==> src/rtl/mbssoc_int_dispatch.sv <==
// -----------------------------------------------------------------------------
// mbssoc_int_dispatch
//
// Interrupt dispatcher between the SoC device IRQ lines and the two MBScore
// cores. Rising irq edges are latched as pending requests. The lowest-index
// pending source that no core currently owns is handed to an idle, enabled
// core, with round-robin choice between the two cores. Each core then runs
// its own deliver / take / end-of-interrupt handshake.
//
// Ports:
//   clk, rst          clock, synchronous active-high reset
//   irq[NUM_SRC]      device request levels; a 0->1 edge is a new request
//   dev_ack[NUM_SRC]  one-cycle pulse to the device whose request was taken
//   core_en[2]        per-core interrupt enable
//   core_int[2]       per-core request, high while in DELIVER
//   int_num_out0/1    source number owned by core0 / core1
//   core_take[2]      core accepts the delivered interrupt (pulse)
//   core_eoi[2]       core finished servicing (pulse)
//   pending[NUM_SRC]  latched requests not yet taken
//   dbg_state[4]      {core1 state, core0 state}: 0=IDLE 1=DELIVER 2=SERVICE
//
// Handshake: a delivery is offered by core_int[k]=1 with int_num_outk
// stable; it completes in the cycle core_take[k]=1 is seen, which is also
// the only cycle dev_ack[src] is high. A take seen in any other state is
// ignored, as is an eoi outside SERVICE.
// -----------------------------------------------------------------------------
module mbssoc_int_dispatch #(
  parameter int NUM_SRC      = 5,
  parameter int SEL_W        = 3,
  parameter int TAKE_TIMEOUT = 16
) (
  input  logic               clk,
  input  logic               rst,
  input  logic [NUM_SRC-1:0] irq,
  output logic [NUM_SRC-1:0] dev_ack,
  input  logic [1:0]         core_en,
  output logic [1:0]         core_int,
  output logic [SEL_W-1:0]   int_num_out0,
  output logic [SEL_W-1:0]   int_num_out1,
  input  logic [1:0]         core_take,
  input  logic [1:0]         core_eoi,
  output logic [NUM_SRC-1:0] pending,
  output logic [3:0]         dbg_state
);

  localparam int CNT_W = (TAKE_TIMEOUT > 1) ? $clog2(TAKE_TIMEOUT) : 1;

  typedef enum logic [1:0] {
    ST_IDLE    = 2'd0,
    ST_DELIVER = 2'd1,
    ST_SERVICE = 2'd2
  } state_t;

  logic [NUM_SRC-1:0] r_irq_q;
  logic [NUM_SRC-1:0] r_pending;
  state_t             r_state [2];
  logic [SEL_W-1:0]   r_src   [2];
  logic [CNT_W-1:0]   r_cnt   [2];
  logic               r_rr;
  logic [1:0]         r_skip;

  state_t             w_state_nxt [2];
  logic [NUM_SRC-1:0] w_owned;
  logic [NUM_SRC-1:0] w_elig;
  logic               w_found;
  logic [SEL_W-1:0]   w_cand;
  logic [1:0]         w_idle_en;
  logic               w_gnt_any;
  logic               w_gnt_core;
  logic [1:0]         w_withdraw;

  // Source ownership, eligibility and lowest-index pick.
  always_comb begin
    w_owned = '0;
    for (int k = 0; k < 2; k++) begin
      for (int i = 0; i < NUM_SRC; i++) begin
        if (r_state[k] != ST_IDLE && r_src[k] == SEL_W'(i)) w_owned[i] = 1'b1;
      end
    end
    w_elig  = r_pending & ~w_owned;
    w_found = 1'b0;
    w_cand  = '0;
    for (int i = NUM_SRC - 1; i >= 0; i--) begin
      if (w_elig[i]) begin
        w_found = 1'b1;
        w_cand  = SEL_W'(i);
      end
    end
  end

  // Core arbitration. A core that just timed out is passed over once when
  // the other core can take the delivery instead.
  always_comb begin
    w_idle_en[0] = (r_state[0] == ST_IDLE) && core_en[0];
    w_idle_en[1] = (r_state[1] == ST_IDLE) && core_en[1];
    w_gnt_any    = w_found && (|w_idle_en);
    w_gnt_core   = 1'b0;
    if (&w_idle_en) begin
      if (r_skip[0] && !r_skip[1])      w_gnt_core = 1'b1;
      else if (r_skip[1] && !r_skip[0]) w_gnt_core = 1'b0;
      else                              w_gnt_core = r_rr;
    end else begin
      w_gnt_core = w_idle_en[1];
    end
  end

  // Per-core next state and take/withdraw decode.
  always_comb begin
    dev_ack    = '0;
    w_withdraw = '0;
    for (int k = 0; k < 2; k++) begin
      w_state_nxt[k] = r_state[k];
      case (r_state[k])
        ST_IDLE: begin
          if (w_gnt_any && (w_gnt_core == k[0])) w_state_nxt[k] = ST_DELIVER;
        end
        ST_DELIVER: begin
          if (core_take[k]) begin
            w_state_nxt[k] = ST_SERVICE;
            for (int i = 0; i < NUM_SRC; i++) begin
              if (r_src[k] == SEL_W'(i)) dev_ack[i] = 1'b1;
            end
          end else if (!core_en[k] || r_cnt[k] == CNT_W'(TAKE_TIMEOUT - 1)) begin
            w_state_nxt[k] = ST_IDLE;
            w_withdraw[k]  = 1'b1;
          end
        end
        ST_SERVICE: begin
          if (core_eoi[k]) w_state_nxt[k] = ST_IDLE;
        end
        default: w_state_nxt[k] = ST_IDLE;
      endcase
    end
  end

  always_ff @(posedge clk) begin
    if (rst) begin
      // Loading the live levels means lines already high at release raise
      // no request.
      r_irq_q   <= irq;
      r_pending <= '0;
      r_rr      <= 1'b0;
      r_skip    <= '0;
      for (int k = 0; k < 2; k++) begin
        r_state[k] <= ST_IDLE;
        r_src[k]   <= '0;
        r_cnt[k]   <= '0;
      end
    end else begin
      r_irq_q <= irq;
      // A new edge in the take cycle must survive, so set beats clear.
      r_pending <= (r_pending & ~dev_ack) | (irq & ~r_irq_q);
      for (int k = 0; k < 2; k++) begin
        r_state[k] <= w_state_nxt[k];
        if (r_state[k] == ST_IDLE && w_state_nxt[k] == ST_DELIVER) begin
          r_src[k] <= w_cand;
          r_cnt[k] <= '0;
        end else if (r_state[k] == ST_DELIVER) begin
          r_cnt[k] <= r_cnt[k] + 1'b1;
        end
      end
      if (w_gnt_any) begin
        r_rr   <= ~w_gnt_core;
        r_skip <= w_withdraw;
      end else begin
        r_skip <= r_skip | w_withdraw;
      end
    end
  end

  assign pending      = r_pending;
  assign core_int[0]  = (r_state[0] == ST_DELIVER);
  assign core_int[1]  = (r_state[1] == ST_DELIVER);
  assign int_num_out0 = r_src[0];
  assign int_num_out1 = r_src[1];
  assign dbg_state    = {r_state[1], r_state[0]};

endmodule

==> config.mk <==
export PLATFORM = sky130hd
export DESIGN_NAME = mbssoc_int_dispatch
export DESIGN_NICKNAME = d
export VERILOG_FILES = /design/src/rtl/mbssoc_int_dispatch.sv
export SDC_FILE = /design/constraint.sdc
export NUM_CORES = 1
export LEC_CHECK = 0
export CORE_MARGIN = 2
export CORE_UTILIZATION = 51
export CTS_BUF_LIST = sky130_fd_sc_hd__clkbuf_4 sky130_fd_sc_hd__clkbuf_8
export DETAILED_ROUTE_END_ITERATION = 12
export PLACE_DENSITY = 0.81
export SLEW_MARGIN = 40
export SYNTH_ARGS = -nofsm -noshare
export SYNTH_HDL_FRONTEND = slang
export SYNTH_SLANG_ARGS = --single-unit
==> constraint.sdc <==
create_clock -name clk -period 3 [get_ports clk]
set_input_delay 0.45 -clock clk [delete_from_list [all_inputs] [get_ports clk]]
set_output_delay 0.45 -clock clk [all_outputs]
set_load 0.03 [all_outputs]
## Yosys cells after proc, flatten, opt, wreduce, memory -nomap -nowiden

Memory sizes are Yosys's and may differ from the RTL's.
Index checks and enable logic that the tools add are counted.

| storage, ports and cells | value |
|---|---|
| flip-flop bits (word level) | 13 |
| latch bits | 0 |
| bits in writable memories | 18 |
| ROM bits | 0 |
| input port bits | 13 |
| output and inout port bits | 22 |
| logic and storage cells | 154 |
| memories | 3 |

| operators by class | value |
|---|---|
| add/subtract/negate cells | 2 |
| multiply operators | 0 |
| divide/modulo/power cells | 0 |
| $lt $le $gt $ge | 0 |
| equal/unequal tests | 16 |
| shift-type cells | 0 |
| multiplexer cells | 79 |
| bitwise operators | 17 |
| reductions and logical operators | 33 |

Memory list:

| memory | words | bits a word | rd ports | clocked after Yosys merged registers in | wr ports | RTL line | source |
|---|---|---|---|---|---|---|---|
| r_cnt | 2 | 4 | 2 | 0 | 2 | 58 | `logic [CNT_W-1:0] r_cnt [2];` |
| r_src | 2 | 3 | 2 | 0 | 2 | 57 | `logic [SEL_W-1:0] r_src [2];` |
| r_state | 2 | 2 | 2 | 0 | 2 | 56 | `state_t r_state [2];` |

Operators with widths:

| operator | count |
|---|---|
| $mux 1 | 51 |
| $mux 2 | 11 |
| $mux 3 | 7 |
| $mux 5 | 4 |
| $logic_and 1x1->1 | 19 |
| $mux 4 | 4 |
| $and 5x5->5 | 3 |
| $not 5->5 | 3 |
| $eq 3x2->1 const B | 4 |
| $pmux 2 s3 | 2 |
| $add 4x1->4 const B | 2 |
| $eq 2x1->1 const B | 4 |
| $eq 4x4->1 const B | 2 |
| $or 1x1->1 | 8 |
| $eq 3x1->1 const B | 2 |
| $eq 3x3->1 const B | 2 |
| $logic_not 3->1 | 2 |
| $or 5x5->5 | 1 |
| $eq 2x2->1 const B | 2 |
| $logic_not 1->1 | 4 |
| $logic_not 2->1 | 2 |
| $reduce_bool 2->1 | 2 |
| $logic_or 1x1->1 | 2 |
| $or 2x2->2 | 1 |
| other kinds (3) | 3 |

## Logic depth before layout (Yosys ltp)

| depth | value |
|---|---|
| depth in word-level cells | 22 |
| mapped depth | 7 |

## Worst setup path before layout

OpenSTA, ideal clock, no wires.

| timing | value |
|---|---|
| path type | reg-to-output |
| from | memory r_state[0][0] in the netlist's numbering |
| to | output port dev_ack[2] |
| arrival time | 2500 ps |
| path slack | 50 ps |
| cell stages (with the launch flop) | 5 |
| path buffers | 0 |
| cell sequence | dfxtp_1 -> nor2b_1 -> nand2_1 -> or3_1 -> o21ai_0 |

RTL lines:

| item | RTL line | source |
|---|---|---|
| start: declaration | 56 |  |
| end: declaration | 35 | `output logic [NUM_SRC-1:0] dev_ack,` |

## Worst setup path after layout

| timing | value |
|---|---|
| from | input port core_take[0] |
| to | output port dev_ack[2] |

| between the ends | value |
|---|---|
| cells in the longest elaborated chain, start to end | 5 |

RTL lines:

| item | RTL line | source |
|---|---|---|
| start: declaration | 40 | `input logic [1:0] core_take,` |
| $mux 5 (*) | 118 | `if (core_take[k]) begin` |
| $mux 5 (*) | 113 | `case (r_state[k])` |
| $mux 1 | 121 | `if (r_src[k] == SEL_W'(i)) dev_ack[i] = 1'b1;` |
| $mux 5 | 118 |  |
| $mux 5 (*) | 113 |  |

Every way passes the cells marked *; elsewhere a longest branch is shown, timed or not.

==> impl_metrics.toml <==
[outcome]
outcome = "complete, but fails checks"
violations = "DRC"

[yosys]
yosysSeqAreaShare_pct = 49.5
synth-main-ff-cell = "dfxtp_1"
synthArstFlopShare_pct = 0
synth_area_um2 = 1540
synth_top_family_by_area = "simple AND/OR/NAND/NOR gates"
synth_fa_ha_area_share_pct = 2.28
ys_ff_latch = 31
synth.area.top_cells = "edfxtp_1 (27%), dfxtp_1 (22%), nor2_1 (3.4%), a21oi_1 (3.3%), nand2_1 (3.2%)"
synth_cells = 158
synthMuxAreaShare_pct = 0
synth_most_common_cell = "dfxtp_1"
synth_top_area_cell = "edfxtp_1"
synth_top_area_share_pct = 27.3
synth-simple-area-share_pct = 23.0
synth_edf_count = 14
synth.top_cells.by_count = "dfxtp_1 (17), edfxtp_1 (14), nor2_1 (14)"
ys_types = 50
syn_nets = 173
yosys_warnings = 0
synth_area_per_cell_um2 = 9.73
synth-compound-area-share_pct = 19.4
synth_xor_area_share_pct = 2.28

[cts]
cts_hold_buf = 0
clkTransAtPathRegs_ps = 90
clock_sinks = 31
insertion_delay_ps = 340
numCtsBuffers = 5
cts_tree = "yes"
cts_setup_buffers = 0
htree_levels = 2
cts_resized = 0
cts-root-buf = "clkbuf_4"
cts_max_path_buffers = 2

[critical_path]
arrival_ps = 2350
end_kind = "primary output"
path_max_fanout = 4
cp.required_ps = 2550
start_kind = "input pin"
crit_type = "in -> out"

[global_routing]
grt_pass1_wl_mm = 6.20
grt.total_usage_pct = 24.3
grt_max_degree = 11
antenna_found_initial = 0
grt_pass1_vias = 1342
overflow = 0

[sta]
report.final.slew_viol_count = 0
max_freq_mhz = 357
setup_ws_ps = 198
timing.setup.tns_ps = 0
tightest_slew_ps = 529
finalCriticalPeriod_ps = 2800
slew_headroom_pct = 64.3
skew_ps = 10.5
rsz0062_at_grt = "no"
hold_viol = 0
post-route-period-util_pct = 93.4
setup-violations-final = 0

[detailed_routing]
finalWirelength_mm = 3.69
num_vias = 1388
ant_nets = 0
dr.pass1.iters = 9
drt_iter0_markers = 39
drc_errors = 1
avgViaCountPerCell = 6.01
wire_per_inst_um = 16.0

[finish]
n_antenna_cell = 0
regArea_um2 = 761
multi_input_area_um2 = 723
nets = 214
areaGrowthSynthToFinish_pct = 28.5
final.fill_count = 224
utilization_pct = 70.4
final_cells = 231
drive_above_1_share_pct = 10.0

[placed_design]
port-buffer-count = 34
dp.cells = 223
gp_congestion = 0.866
pre_cts_slack_ps = 215
hpwl_mm = 2.80

[pwr]
netSwitchingPower_mw = 0.364
seqPwrFrac_pct = 51.4
pwr-share-clk_pct = 22.3
p_sw_share_pct = 34.3
leakagePower_nw = 0.736
powerDensity_nw_per_um2 = 537
combPwrFrac_pct = 26.3
ir_drop_uv = 344
finalPower_mw = 1.06
internal_power_mw = 0.696

[die]
core_um2 = 2810
pin_count = 35
initial_core_util_pct = 54.8
row_count = 19
dieHeight_um = 58.9
die-area_um2 = 3470
die_w_um = 58.9

[min_path]
hold_class = "reg -> reg"

[flow_run]
maxCapViolCount = 0
registers in the layout (all words and copies together), names as in the netlist:
signal / cells
pending: 5
r_cnt: 8
r_irq_q: 5
r_rr: 1
r_skip: 2
r_src: 6
r_state: 4
kinds of logic (layout without fill, tap and decap cells):
family / Yosys count / in the layout
AOI/OAI and AO/OA: 41 / 41
DFF: 31 / 31
and+or+nand+nor: 65 / 65
xor gates and xnor gates: 4 / 4
adders and majority gates: 3 / 3
buffers and inverters: 14 / 56
cell type report:
cell class | instances | area share (%)
sequential | 31 | 38.5
inverter | 12 | 2.28
clock inverter | 3 | 0.760
tap | 31 | 1.96
multi-input combinational | 113 | 36.6
clock buffer | 5 | 1.90
timing repair buffer | 36 | 18.0
final timing paths:
path | startpoint | end | slack [ps] | cells after the start
setup reg to reg | r_src[0][0] | r_cnt[0][3] | 580 | 5
setup / recovery | core_take[0] | dev_ack[2] | 200 | 5
hold / removal | r_skip[0] | r_skip[0] | 460 | 2
hold reg to reg | r_skip[0] | r_skip[0] | 460 | 2
power groups by stage:
stage | logic (mW) | registers [mW] | clock network [mW]
floorplan | 0.138 | 0.576 | 0
global placement | 0.271 | 0.550 | 0
detailed placement | 0.276 | 0.552 | 0
CTS | 0.278 | 0.543 | 0.242
global route | 0.302 | 0.551 | 0.261
finish | 0.279 | 0.545 | 0.236
per-stage QoR:
step                      cell area (µm²)  hold WS, ps
after CTS                            1980          458
after detailed placement             1920          443
after global routing                 1980          508
after global placement               1920          444
after floorplan                      1540          430
final                                1980          461
layer usage:
metal  global-route usage [%]  routed length [µm]  vias up
li1                         -                   -      669
met1                     31.4                1600      647
met2                     38.1                1740       64
met3                     7.91                 284        8
met4                     8.77                  61        0
met5                        0                   0        -
cells in the final DEF, fill, tap and decap left out, drive strengths merged, types with 2 or more instances in the layout:
| cell type | count |
|---|---|
| clkinv | 3 |
| o21ai | 8 |
| xnor2 | 2 |
| and3 | 4 |
| or2 | 2 |
| o211ai | 4 |
| a21oi | 10 |
| or3 | 7 |
| nor2 | 16 |
| o221ai | 2 |
| inv | 12 |
| nor2b | 2 |
| dfxtp | 17 |
| edfxtp | 14 |
| xor2 | 2 |
| nand2 | 13 |
| nor3 | 2 |
| clkdlybuf4s50 | 34 |
| clkbuf | 5 |
| buf | 2 |
| ha | 2 |
| nand2b | 5 |
| nand3 | 8 |
| o31ai | 3 |
critical path, stage by stage:
cell and delay (ps):
clkdlybuf4s50_1 550, nand2_1 120, or3_1 380, o21ai_0 160
clkdlybuf4s50_1 690
(Power assumes the default switching activity.)
